### src/rtl/tpu_mmio_pkg.sv
// rtl/tpu_mmio_pkg.sv - address map, FSM states and request record shared by tpu_mmio_ctrl
package tpu_mmio_pkg;

    localparam logic [15:0] ADDR_CTRL   = 16'h0040;
    localparam logic [15:0] ADDR_STATUS = 16'h0042;
    localparam logic [15:0] ADDR_STATS  = 16'h0044;
    localparam logic [7:0]  TPU_WIN_HI  = 8'h03;

    typedef enum logic [2:0] {
        S_IDLE,
        S_ISSUE,
        S_WAIT_RD,
        S_RESP,
        S_RUN
    } state_t;

    typedef struct packed {
        logic        wr;
        logic [15:0] addr;
        logic [8:0]  tid;
        logic [63:0] wdata;
    } req_t;

    function automatic logic in_tpu_win(input logic [15:0] addr);
        return addr[15:8] == TPU_WIN_HI;
    endfunction

endpackage

### src/rtl/tpu_req_fifo.sv
// rtl/tpu_req_fifo.sv - DEPTH-entry request FIFO; pushes when full and pops when empty are ignored
module tpu_req_fifo
    import tpu_mmio_pkg::*;
#(
    parameter int DEPTH = 4
) (
    input  logic clk,
    input  logic rst,
    input  logic push,
    input  req_t push_data,
    input  logic pop,
    output req_t head,
    output logic full,
    output logic empty
);

    localparam int AW = $clog2(DEPTH);

    req_t          mem [DEPTH];
    logic [AW-1:0] wr_ptr;
    logic [AW-1:0] rd_ptr;
    logic [AW:0]   count;
    logic          do_push;
    logic          do_pop;

    assign full    = (count == (AW+1)'(DEPTH));
    assign empty   = (count == '0);
    assign do_push = push && !full;
    assign do_pop  = pop && !empty;
    assign head    = mem[rd_ptr];

    // DEPTH is a power of two, so the pointers wrap by natural overflow
    always_ff @(posedge clk) begin
        if (rst) begin
            wr_ptr <= '0;
            rd_ptr <= '0;
            count  <= '0;
        end else begin
            if (do_push) begin
                mem[wr_ptr] <= push_data;
                wr_ptr      <= wr_ptr + 1'b1;
            end
            if (do_pop) begin
                rd_ptr <= rd_ptr + 1'b1;
            end
            case ({do_push, do_pop})
                2'b10:   count <= count + 1'b1;
                2'b01:   count <= count - 1'b1;
                default: count <= count;
            endcase
        end
    end

endmodule

### src/rtl/tpu_mmio_ctrl.sv
// rtl/tpu_mmio_ctrl.sv - MMIO-to-TPU request sequencer with CSRs; STATS counters under TPU_MMIO_CTRL_STATS_EN
module tpu_mmio_ctrl
    import tpu_mmio_pkg::*;
#(
    parameter int DEPTH  = 4,
    parameter int RD_LAT = 1
) (
    input  logic        clk,
    input  logic        rst,
    input  logic        mmio_wr_valid,
    input  logic        mmio_rd_valid,
    input  logic [15:0] mmio_addr,
    input  logic [8:0]  mmio_tid,
    input  logic [63:0] mmio_wdata,
    output logic        tpu_r_w,
    output logic        tpu_rd_en,
    output logic [15:0] tpu_addr,
    output logic [63:0] tpu_din,
    input  logic [63:0] tpu_dout,
    output logic        tpu_start,
    input  logic        tpu_done,
    output logic        rsp_valid,
    output logic [8:0]  rsp_tid,
    output logic [63:0] rsp_data
);

    localparam logic [1:0] WAIT_LAST = 2'(RD_LAT - 1);

    state_t      state;
    req_t        push_req;
    req_t        fifo_head;
    logic        fifo_full;
    logic        fifo_empty;
    logic        fifo_push;
    logic        fifo_pop;
    logic        strobe_err;
    logic        err;
    logic        done;
    logic        req_wr;
    logic [15:0] req_addr;
    logic [8:0]  req_tid;
    logic [1:0]  req_ctrl;
    logic [1:0]  wait_cnt;
    logic [63:0] csr_val;
    logic [63:0] stats_val;

    // On a double strobe the write wins and the read is the one discarded
    assign push_req   = '{wr: mmio_wr_valid, addr: mmio_addr, tid: mmio_tid, wdata: mmio_wdata};
    assign fifo_push  = (mmio_wr_valid || mmio_rd_valid) && !fifo_full;
    assign fifo_pop   = (state == S_IDLE) && !fifo_empty;
    assign strobe_err = (mmio_wr_valid && mmio_rd_valid) ||
                        ((mmio_wr_valid || mmio_rd_valid) && fifo_full);

    tpu_req_fifo #(.DEPTH(DEPTH)) u_fifo (
        .clk       (clk),
        .rst       (rst),
        .push      (fifo_push),
        .push_data (push_req),
        .pop       (fifo_pop),
        .head      (fifo_head),
        .full      (fifo_full),
        .empty     (fifo_empty)
    );

    always_comb begin
        csr_val = '0;
        if (req_addr == ADDR_STATUS) begin
            csr_val = {61'b0, err, done, state == S_RUN};
        end else if (req_addr == ADDR_STATS) begin
            csr_val = stats_val;
        end
    end

`ifdef TPU_MMIO_CTRL_STATS_EN
    logic [31:0] drop_cnt;
    logic [31:0] acc_cnt;
    logic [1:0]  drop_inc;
    logic        acc_inc;

    assign drop_inc = {1'b0, mmio_wr_valid && mmio_rd_valid} +
                      {1'b0, (mmio_wr_valid || mmio_rd_valid) && fifo_full};
    assign acc_inc  = ((state == S_ISSUE) && req_wr && in_tpu_win(req_addr)) ||
                      ((state == S_WAIT_RD) && (wait_cnt == WAIT_LAST));

    always_ff @(posedge clk) begin
        if (rst) begin
            drop_cnt <= '0;
            acc_cnt  <= '0;
        end else begin
            if (drop_cnt > (32'hFFFF_FFFF - 32'(drop_inc))) begin
                drop_cnt <= '1;
            end else begin
                drop_cnt <= drop_cnt + 32'(drop_inc);
            end
            if (acc_inc && (acc_cnt != '1)) begin
                acc_cnt <= acc_cnt + 1'b1;
            end
        end
    end

    assign stats_val = {drop_cnt, acc_cnt};
`else
    assign stats_val = '0;
`endif

    always_ff @(posedge clk) begin
        if (rst) begin
            state     <= S_IDLE;
            err       <= 1'b0;
            done      <= 1'b0;
            req_wr    <= 1'b0;
            req_addr  <= '0;
            req_tid   <= '0;
            req_ctrl  <= '0;
            wait_cnt  <= '0;
            tpu_r_w   <= 1'b0;
            tpu_rd_en <= 1'b0;
            tpu_addr  <= '0;
            tpu_din   <= '0;
            tpu_start <= 1'b0;
            rsp_valid <= 1'b0;
            rsp_tid   <= '0;
            rsp_data  <= '0;
        end else begin
            tpu_r_w   <= 1'b0;
            tpu_rd_en <= 1'b0;
            tpu_start <= 1'b0;
            rsp_valid <= 1'b0;
            if (strobe_err) begin
                err <= 1'b1;
            end
            case (state)
                S_IDLE: begin
                    if (!fifo_empty) begin
                        req_wr   <= fifo_head.wr;
                        req_addr <= fifo_head.addr;
                        req_tid  <= fifo_head.tid;
                        req_ctrl <= fifo_head.wdata[1:0];
                        state    <= S_ISSUE;
                        // TPU strobes are registered here so they are high exactly during ISSUE
                        if (in_tpu_win(fifo_head.addr)) begin
                            tpu_addr <= fifo_head.addr;
                            if (fifo_head.wr) begin
                                tpu_r_w <= 1'b1;
                                tpu_din <= fifo_head.wdata;
                            end else begin
                                tpu_rd_en <= 1'b1;
                            end
                        end
                    end
                end
                S_ISSUE: begin
                    if (req_wr) begin
                        state <= S_IDLE;
                        if (req_addr == ADDR_CTRL) begin
                            if (req_ctrl[1] && !strobe_err) begin
                                err <= 1'b0;
                            end
                            if (req_ctrl[0]) begin
                                tpu_start <= 1'b1;
                                done      <= 1'b0;
                                state     <= S_RUN;
                            end
                        end
                    end else if (in_tpu_win(req_addr)) begin
                        wait_cnt <= '0;
                        state    <= S_WAIT_RD;
                    end else begin
                        rsp_valid <= 1'b1;
                        rsp_tid   <= req_tid;
                        rsp_data  <= csr_val;
                        state     <= S_RESP;
                    end
                end
                S_WAIT_RD: begin
                    // tpu_dout is captured on the edge into RESP so rsp_data is stable while rsp_valid is high
                    if (wait_cnt == WAIT_LAST) begin
                        rsp_valid <= 1'b1;
                        rsp_tid   <= req_tid;
                        rsp_data  <= tpu_dout;
                        state     <= S_RESP;
                    end else begin
                        wait_cnt <= wait_cnt + 1'b1;
                    end
                end
                S_RESP: begin
                    state <= S_IDLE;
                end
                S_RUN: begin
                    if (tpu_done) begin
                        done  <= 1'b1;
                        state <= S_IDLE;
                    end
                end
                default: begin
                    state <= S_IDLE;
                end
            endcase
        end
    end

endmodule

### config.mk
export PLATFORM = sky130hd
export DESIGN_NAME = tpu_mmio_ctrl
export DESIGN_NICKNAME = d
export VERILOG_FILES = /design/src/rtl/tpu_mmio_pkg.sv /design/src/rtl/tpu_req_fifo.sv /design/src/rtl/tpu_mmio_ctrl.sv
export SDC_FILE = /design/constraint.sdc
export NUM_CORES = 1
export LEC_CHECK = 0
export BUFFER_PORTS_ARGS = -buffer_cell sky130_fd_sc_hd__clkbuf_2
export CAP_MARGIN = 20
export CORE_MARGIN = 2
export CORE_UTILIZATION = 30
export DETAILED_ROUTE_END_ITERATION = 7
export PLACE_DENSITY = 0.51
export SLEW_MARGIN = 15
export SYNTH_ARGS = -nofsm -noshare
export SYNTH_HDL_FRONTEND = slang
export SYNTH_SLANG_ARGS = --single-unit
### constraint.sdc
create_clock -name clk -period 5.45 [get_ports clk]
set_input_delay 1.3625 -clock clk [delete_from_list [all_inputs] [get_ports clk]]
set_output_delay 1.3625 -clock clk [all_outputs]
set_load 0.01 [all_outputs]
Word level (Yosys, flattened, before mapping)
Memories as Yosys holds them, arrays and structs flattened. A register that Yosys moved wholly into a read port is not among the register bits.
Cells that the tools add are included.
W data, S select, Z words.
- register bits: 199
- RAM bits: 360
- latch bits: 0
- memories kept: 1
- output and inout port bits: 157
- bits in read-only memories: 0
- logic and storage cells: 122
- input port bits: 158
- memory list (name ; depth ; width ; read ports ; clocked after memory_dff ; wr ports ; RTL line ; source):
    u_fifo.mem ; 4 ; 90 ; 1 ; 1 ; 1 ; tpu_req_fifo.sv:19 ; req_t mem [DEPTH];
- shifts and indexed selects: 0
- multiply operators: 0
- divide/modulo/power cells: 0
- reductions and logical operators: 27
- order comparisons: 0
- add/sub/neg operators: 5
- eq/ne operators: 20
- multiplexer cells: 44
- bitwise gates (word level): 6
- operators by type and width (operator ; number):
    $mux W64 ; 3
    $pmux W64 S2 ; 1
    $eq A16 B7 Y1 const B ; 2
    $mux W9 ; 3
    $mux W3 ; 7
    $ne A2 B2 Y1 const B ; 10
    $mux W1 ; 19
    $pmux W9 S2 ; 1
    $eq A8 B2 Y1 const B ; 2
    $pmux W3 S4 ; 1
    $reduce_and A4 Y1 ; 3
    $mux W2 ; 5
    $reduce_or A4 Y1 ; 2
    $logic_and A1 B1 Y1 ; 7
    $add A2 B1 Y2 const B ; 3
    $eq A3 B3 Y1 const B ; 2
    $logic_not A3 Y1 ; 2
    $not A1 Y1 ; 6
    $pmux W3 S2 ; 1
    $reduce_and A3 Y1 ; 2
    $reduce_bool A2 Y1 ; 3
    $reduce_and A5 Y1 ; 1
    $pmux W1 S2 ; 2
    $pmux W2 S2 ; 1
    other kinds (10) ; 13

Longest topological paths before layout
Gate-level depths: netlist of run 1.
- word-level depth: 9
- gate-level depth with buffers: 12
- mapped depth without buffers: 9

By module
A second synthesis of run 1 with hierarchy kept.
- cells, all modules: 1259
- area, all modules: 20253.2 um^2
- by module, submodules not included (module ; times used ; cells an instance ; seq. area each (um^2) ; area each (um^2)):
    tpu_req_fifo ; 1 ; 524 ; 10990.5 ; 13561.8
    tpu_mmio_ctrl ; 1 ; 735 ; 3843.7 ; 6691.4

Least setup slack after synthesis of run 1
Ideal clock, no wire load.
- path kind: input-to-reg
- from: in mmio_rd_valid
- to: mem u_fifo.mem[0][0] (netlist bit) (enable)
- path slack: 917 ps
- library setup time: 459 ps
- required time: 4991 ps
- data arrival time: 4074 ps
- path buffers: 1
- cell stages on the path: 5
- cell sequence: nor2_1 -> or2_2 -> clkbuf_1 -> nor2_1 -> and2_1
- cells in the longest elaborated chain, start to end: 6
- ends and longest elaborated chain (element ; RTL line ; source):
    start, declared ; tpu_mmio_ctrl.sv:11 ; input logic mmio_rd_valid,
    $logic_or A1 B1 Y1 ; tpu_mmio_ctrl.sv:49 ; assign fifo_push = (mmio_wr_valid || mmio_rd_valid) && !fifo_full;
    $logic_and A1 B1 Y1 ; tpu_mmio_ctrl.sv:49 ;
    $logic_and A1 B1 Y1 ; tpu_req_fifo.sv:28 ; assign do_push = push && !full;
    $mux W1 ; tpu_req_fifo.sv:39 ; if (do_push) begin
    $mux W1 ; tpu_req_fifo.sv:34 ; if (rst) begin
    $mux W1 (not written as such) ; tpu_req_fifo.sv:40 ; mem[wr_ptr] <= push_data;
    end, declared ; tpu_req_fifo.sv:19 ;
Every way passes these cells.

==> reports/metrics.cfg, run 1 <==
[worst_hold_path]
hold_path.class=register to register

[drt]
ant_nets=0
drcViolationCount=0
num_vias=13091
vias_per_cell=4.89
totalWireLength_mm=55.2
wl_per_cell_um=20.6
drt_iter0_drc=858
drt-pass1-iter-count=5

[cts]
clk_latency_ns=0.62
cts_resized=0
ctsLongestPathBuffers=3
h-tree-depth=2
cts_buffers=60
cts_setup_buffers=0
cts.sinks=561
clkTransAtPathRegs_ns=0.06
clockRootBuffer=clkbuf_16
cts_hold_buf=0
cts_tree=yes

[global_routing]
first_global_vias=12980
grt_pass1_wl_mm=80.7
grt_max_degree=91
grt-ovfl-total=0
grt_usage_pct=14.8
grt_antenna_before_repair=15

[cells_and_area]
nFillCells=6704
fin_nets=1848
drive_gt1_share_pct=32.4
final_cell_mix=edfxtp_1 (360), clkbuf_2 (314), dfxtp_1 (199)
final_common_cell=edfxtp_1
ff_latch_area_sq_um=14800
multi_input_area_sq_um=5610
post-route-util_pct=36.5
area_growth_pct=21.2

[placement]
dpl.hpwl_mm=33.6
gp_congestion=0.719
io_buffers=314

[critical_path]
rr_endpoint=tpu_addr[15]
cp-start-kind=register
critPathKind=register to register
rr_worst_depth=6
critical_path.max_fanout=47
reg2reg_slack_ns=1.91
cp-endpoint=tpu_addr[15]
critPathArrivalTime_ns=4.00
required_ns=5.91
endpoint_kind=register

[floorplan]
rows=97
core-area_sq_um=69800
die_y_um=269
die_w_um=269
dieArea_sq_um=72300
io_pins=315
start_util_pct=30.1

[synth]
synth_fp_nets=1573
synthFlopType=edfxtp_1
netlist_area_sq_um=21000
yosysSeqAreaShare_pct=70.5
async_flop_share_pct=0
syn_area_per_cell_sq_um=14.9
synth_warnings=0
postSynthCellCount=1408
ys_types=43
synth_edf_count=360
synth-seq-cells=561

[sta]
setup_tns_ns=0
rsz0062_at_grt=no
fmax_mhz=282
period_needed_ns=3.54
fin_crit_sh_pct=65.0
drv_slew=0
max_slew_margin_pct=30.0
setup_viol=0
skew_ns=0.0156
worst_pin_slew_ns=1.05
hold_violations=0

[pwr]
power_leakage_uw=0.00857
power_density_nw_per_um2=458
ir_drop_mv=0.285

[job]
drv_cap=0

[run_status]
status=complete, no violations

[Yosys cell counts, types with 4 or more instances]
| cell type | count | area [sq um] |
|---|---|---|
| nor2_1 | 17 | 63.8 |
| mux4_2 | 90 | 2030 |
| nand4_1 | 75 | 469 |
| ha_1 | 6 | 75.1 |
| a21oi_1 | 179 | 896 |
| nor3b_1 | 8 | 60.1 |
| buf_6 | 15 | 169 |
| o21ai_0 | 11 | 55.1 |
| dfxtp_1 | 201 | 4020 |
| buf_2 | 16 | 80.1 |
| o31ai_2 | 20 | 250 |
| inv_1 | 12 | 45.0 |
| and2_1 | 6 | 37.5 |
| mux2i_1 | 4 | 40.0 |
| clkbuf_1 | 77 | 289 |
| nand2_1 | 122 | 458 |
| buf_1 | 16 | 60.1 |
| nand3_1 | 77 | 385 |
| edfxtp_1 | 360 | 10800 |
| nor3_1 | 6 | 30.0 |
| o31ai_1 | 52 | 390 |
[cells by family after synthesis]
kind of cell / synth area share [%]
compound gates: 7.97
xor+xnor: 0.167
fa+ha+maj: 0.452
buf+inv: 3.06
flops: 70.5
mux: 9.83
simple gates: 8.01
[metal layers]
layer / share of wire [%] / vias up / global-route usage [%]
li1: - / 6028 / -
met1: 42 / 6541 / 18.6
met2: 48 / 398 / 24.7
met3: 8.0 / 98 / 4.91
met4: 2.1 / 26 / 3.77
met5: 0.32 / - / 0
[stage by stage]
step | instances | cell area (sq um) | total power [uW] | setup WS (ns) | hold slack [ns]
finish | 2677 | 25500 | 11700 | 1.91 | 0.451
detailed placement | 2560 | 23500 | 7730 | 1.71 | 0.444
CTS | 2674 | 25500 | 11900 | 1.71 | 0.452
global route | 2675 | 25500 | 12300 | 1.52 | 0.472
floorplan | 1408 | 21000 | 6950 | 0.917 | 0.431
global placement | 2560 | 23500 | 7670 | 1.75 | 0.434
[report_power, final]
group	switching [uW]	internal (uW)	leakage (uW)
Sequential	238	5020	0.00492
Combinational	1530	811	0.00267
Clock	1700	2380	0.000982
Total	3470	8210	0.00857
[area by class of cell]
type | instances | area share, %
timing repair buffer | 337 | 7.11
sequential | 561 | 58.2
tap | 940 | 4.61
antenna | 2 | 0.0196
multi-input combinational | 711 | 22.0
clock inverter | 25 | 0.962
inverter | 12 | 0.177
clock buffer | 89 | 6.86
[worst min path at each step]
stage / startpoint / endpoint / slack [ns] / depth (start not counted)
floorplan: req_addr[4] / req_addr[4] / 0.43 / 2
global placement: tpu_addr[8] / tpu_addr[8] / 0.43 / 2
detailed placement: req_addr[6] / req_addr[6] / 0.44 / 2
CTS: req_addr[6] / req_addr[6] / 0.45 / 2
global route: req_tid[7] / req_tid[7] / 0.47 / 2
finish: req_addr[6] / req_addr[6] / 0.45 / 2
[registers in the layout, summed over array words and instances (netlist names), named ones only]
| name | flops |
|---|---|
| tpu_rd_en | 1 |
| req_tid | 9 |
| tpu_start | 1 |
| req_addr | 16 |
| u_fifo.mem | 360 |
| rsp_data | 64 |
| tpu_addr | 16 |
| u_fifo.count | 3 |
| tpu_r_w | 1 |
| err | 1 |
| req_wr | 1 |
| req_ctrl | 2 |
| done | 1 |
| rsp_valid | 1 |
| tpu_din | 64 |
| u_fifo.wr_ptr | 2 |
| rsp_tid | 9 |
| u_fifo.rd_ptr | 2 |
| state | 3 |
| wait_cnt | 2 |
[worst max-delay path, stage by stage, from the launching register on]
cell and delay (ns):
dfxtp_4 0.57, buf_4 0.67, mux4_2 0.39, or4b_4 0.78, buf_4 0.39, nor3_2 0.45
nor3b_1 0.10
(Power assumes the default switching activity.)
==> run 2: changes to the inputs <==
--- a/config.mk
+++ b/config.mk
@@ -5,12 +5,13 @@
 export SDC_FILE = /design/constraint.sdc
 export NUM_CORES = 1
 export LEC_CHECK = 0
+export ABC_AREA = 1
 export BUFFER_PORTS_ARGS = -buffer_cell sky130_fd_sc_hd__clkbuf_2
 export CAP_MARGIN = 20
 export CORE_MARGIN = 2
 export CORE_UTILIZATION = 30
 export DETAILED_ROUTE_END_ITERATION = 7
-export PLACE_DENSITY = 0.51
+export PLACE_DENSITY = 0.53
 export SLEW_MARGIN = 15
 export SYNTH_ARGS = -nofsm -noshare
 export SYNTH_HDL_FRONTEND = slang
==> constraint.sdc (replaced) <==
create_clock -name clk -period 3.1 [get_ports clk]
set_input_delay 0.775 -clock clk [delete_from_list [all_inputs] [get_ports clk]]
set_output_delay 0.775 -clock clk [all_outputs]
set_load 0.01 [all_outputs]
==> reports/metrics.cfg, run 2 <==
[sta]
worst_pin_slew_ns=1.10
fin_crit_sh_pct=81.1
drv_slew=0
fmax_mhz=398
hold_violations=0
whs_ns=0.347
setup_viol=0
period_needed_ns=2.51
setup_tns_ns=0
skew_ns=0.0326
finalWorstSetupSlack_ns=0.585
max_slew_margin_pct=26.4
rsz0062_at_grt=no

[pwr]
power_density_nw_per_um2=819
p_clk_share_pct=34.9
p_int_uw=14700
ir_drop_mv=0.498
power_leakage_uw=0.0102
seqPwrFrac_pct=43.6
switching_share_pct=31.1
switching_power_uw=6620
power_frac_comb_pct=21.6

[drt]
vias_per_cell=4.51
drt_iter0_drc=905
drt-pass1-iter-count=5
num_vias=14831
ant_nets=0
drcViolationCount=0
wl_per_cell_um=16.7
totalWireLength_mm=55.0

[synth]
synth.most_common_cell=nand2_1
synth_warnings=0
synth_common_cells=nand2_1 (387), edfxtp_1 (360), nor2_1 (347)
syn_area_per_cell_sq_um=10.6
synthFlopType=edfxtp_1
synth_fp_nets=2152
synth-seq-cells=561
netlist_area_sq_um=21100
synth_area_leaders=edfxtp_1 (51%), dfxtp_1 (19%), nand2_1 (6.9%)
netlist.area_leader.share_pct=51.3
async_flop_share_pct=0
postSynthCellCount=1987
ys_types=30
yosysSeqAreaShare_pct=70.4
synth_area_leader_cell=edfxtp_1
synth_edf_count=360

[cells_and_area]
final_common_cell=nand2_1
nFillCells=6839
area_growth_pct=23.4
final_cell_mix=nand2_1 (386), edfxtp_1 (360), nor2_1 (343)
fin_nets=2456
largest_register_ffs=360
final_area_sq_um=26000
largest-register=u_fifo.mem
top_regs=u_fifo.mem (360), rsp_data (64), tpu_din (64)
drive_gt1_share_pct=20.2
stdcell_count=3287

[placement]
dp.cells=3168
dp_slack_ns=0.289
dpl.hpwl_mm=34.9
place_area_sq_um=23900
gp_congestion=0.744
io_buffers=314

[floorplan]
io_pins=315
die_w_um=269
start_util_pct=30.2
rows=97
dieArea_sq_um=72300
core-area_sq_um=69800
die_y_um=269

[critical_path]
cp-endpoint=tpu_din[48]
cp-start-kind=register
critical_path.max_fanout=24
critPathArrivalTime_ns=3.03
critPathKind=register to register
rr_worst_depth=10
reg2reg_slack_ns=0.59
endpoint_kind=register
rr_endpoint=tpu_din[48]
required_ns=3.62

[cts]
cts_setup_buffers=0
h-tree-depth=2
clockRootBuffer=clkbuf_16
clkTransAtPathRegs_ns=0.06
cts_resized=0
cts_hold_buf=0
cts_tree=yes
cts_buffers=61
clk_latency_ns=0.64
ctsLongestPathBuffers=3
cts.sinks=561

[global_routing]
grt_max_degree=110
grt_pass1_wl_mm=81.9
grt-ovfl-total=0
grt_antenna_before_repair=9
grt_usage_pct=14.7
first_global_vias=14303

[run_status]
status=complete, no violations

[job]
drv_cap=0

[worst_hold_path]
hold_path.class=input pin to register

-- run 2: how the worst min path moves through the flow --
| stage | end | depth (start not counted) | startpoint |
|---|---|---|---|
| after CTS | u_fifo.mem[0][11] | 1 | mmio_wdata[11] |
| after global routing | u_fifo.mem[0][11] | 1 | mmio_wdata[11] |
| after detailed placement | tpu_addr[15] | 2 | tpu_addr[15] |
| final | u_fifo.mem[0][11] | 1 | mmio_wdata[11] |
| after global placement | tpu_addr[12] | 2 | tpu_addr[12] |
| after floorplan | register | 2 | u_fifo.rd_ptr[1] |
-- run 2: power by group through the flow --
stage	Combinational [uW]	Clock [uW]	Sequential (uW)
finish	4590	7420	9270
global route	5160	7930	9360
CTS	4670	7660	9270
detailed placement	4650	0	9430
global placement	4540	0	9400
floorplan	2960	0	9410
-- run 2: stage by stage --
stage | util (%) | total power, uW
after global placement | 34.2 | 13900
final | 37.2 | 21300
after CTS | 37.2 | 21600
after floorplan | - | 12400
after detailed placement | 34.2 | 14100
after global routing | 37.2 | 22500
-- run 2: layout make-up --
type | instances | area [sq um] | area share (%)
timing repair buffer | 355 | 2070 | 7.96
multi-input combinational | 1184 | 5280 | 20.3
clock buffer | 90 | 1820 | 7.01
inverter | 128 | 489 | 1.88
clock inverter | 26 | 310 | 1.19
sequential | 561 | 14800 | 57.1
tap | 940 | 1180 | 4.52
antenna | 3 | 7.51 | 0.0289
-- run 2: layer usage --
layer | wire, um | global-route usage, %
met1 | 23900 | 18.5
met2 | 26100 | 24.9
met3 | 3690 | 3.44
met4 | 1270 | 4.65
met5 | 58 | 0
-- run 2: worst max-delay path, stage by stage, from the launching register on --
cell     delay (ns)
dfxtp_4        0.50
inv_6          0.13
nand2_1        0.08
nand3_1        0.07
nand2_1        0.14
nand2_1        0.12
nor2_1         0.26
nand3_4        0.49
buf_4          0.39
nor2_1         0.11
nor2_1         0.05
-- run 2: cells by family (layout without fill, tap and decap cells) --
family          count (synthesis)  after routing  share of synthesized area (%)
compound gates                374            374                           9.40
fa+ha+maj                       7              7                          0.451
buf+inv                       242            599                           4.79
flops                         561            561                           70.4
other cells                     0              3                              0
simple gates                  803            803                           14.9
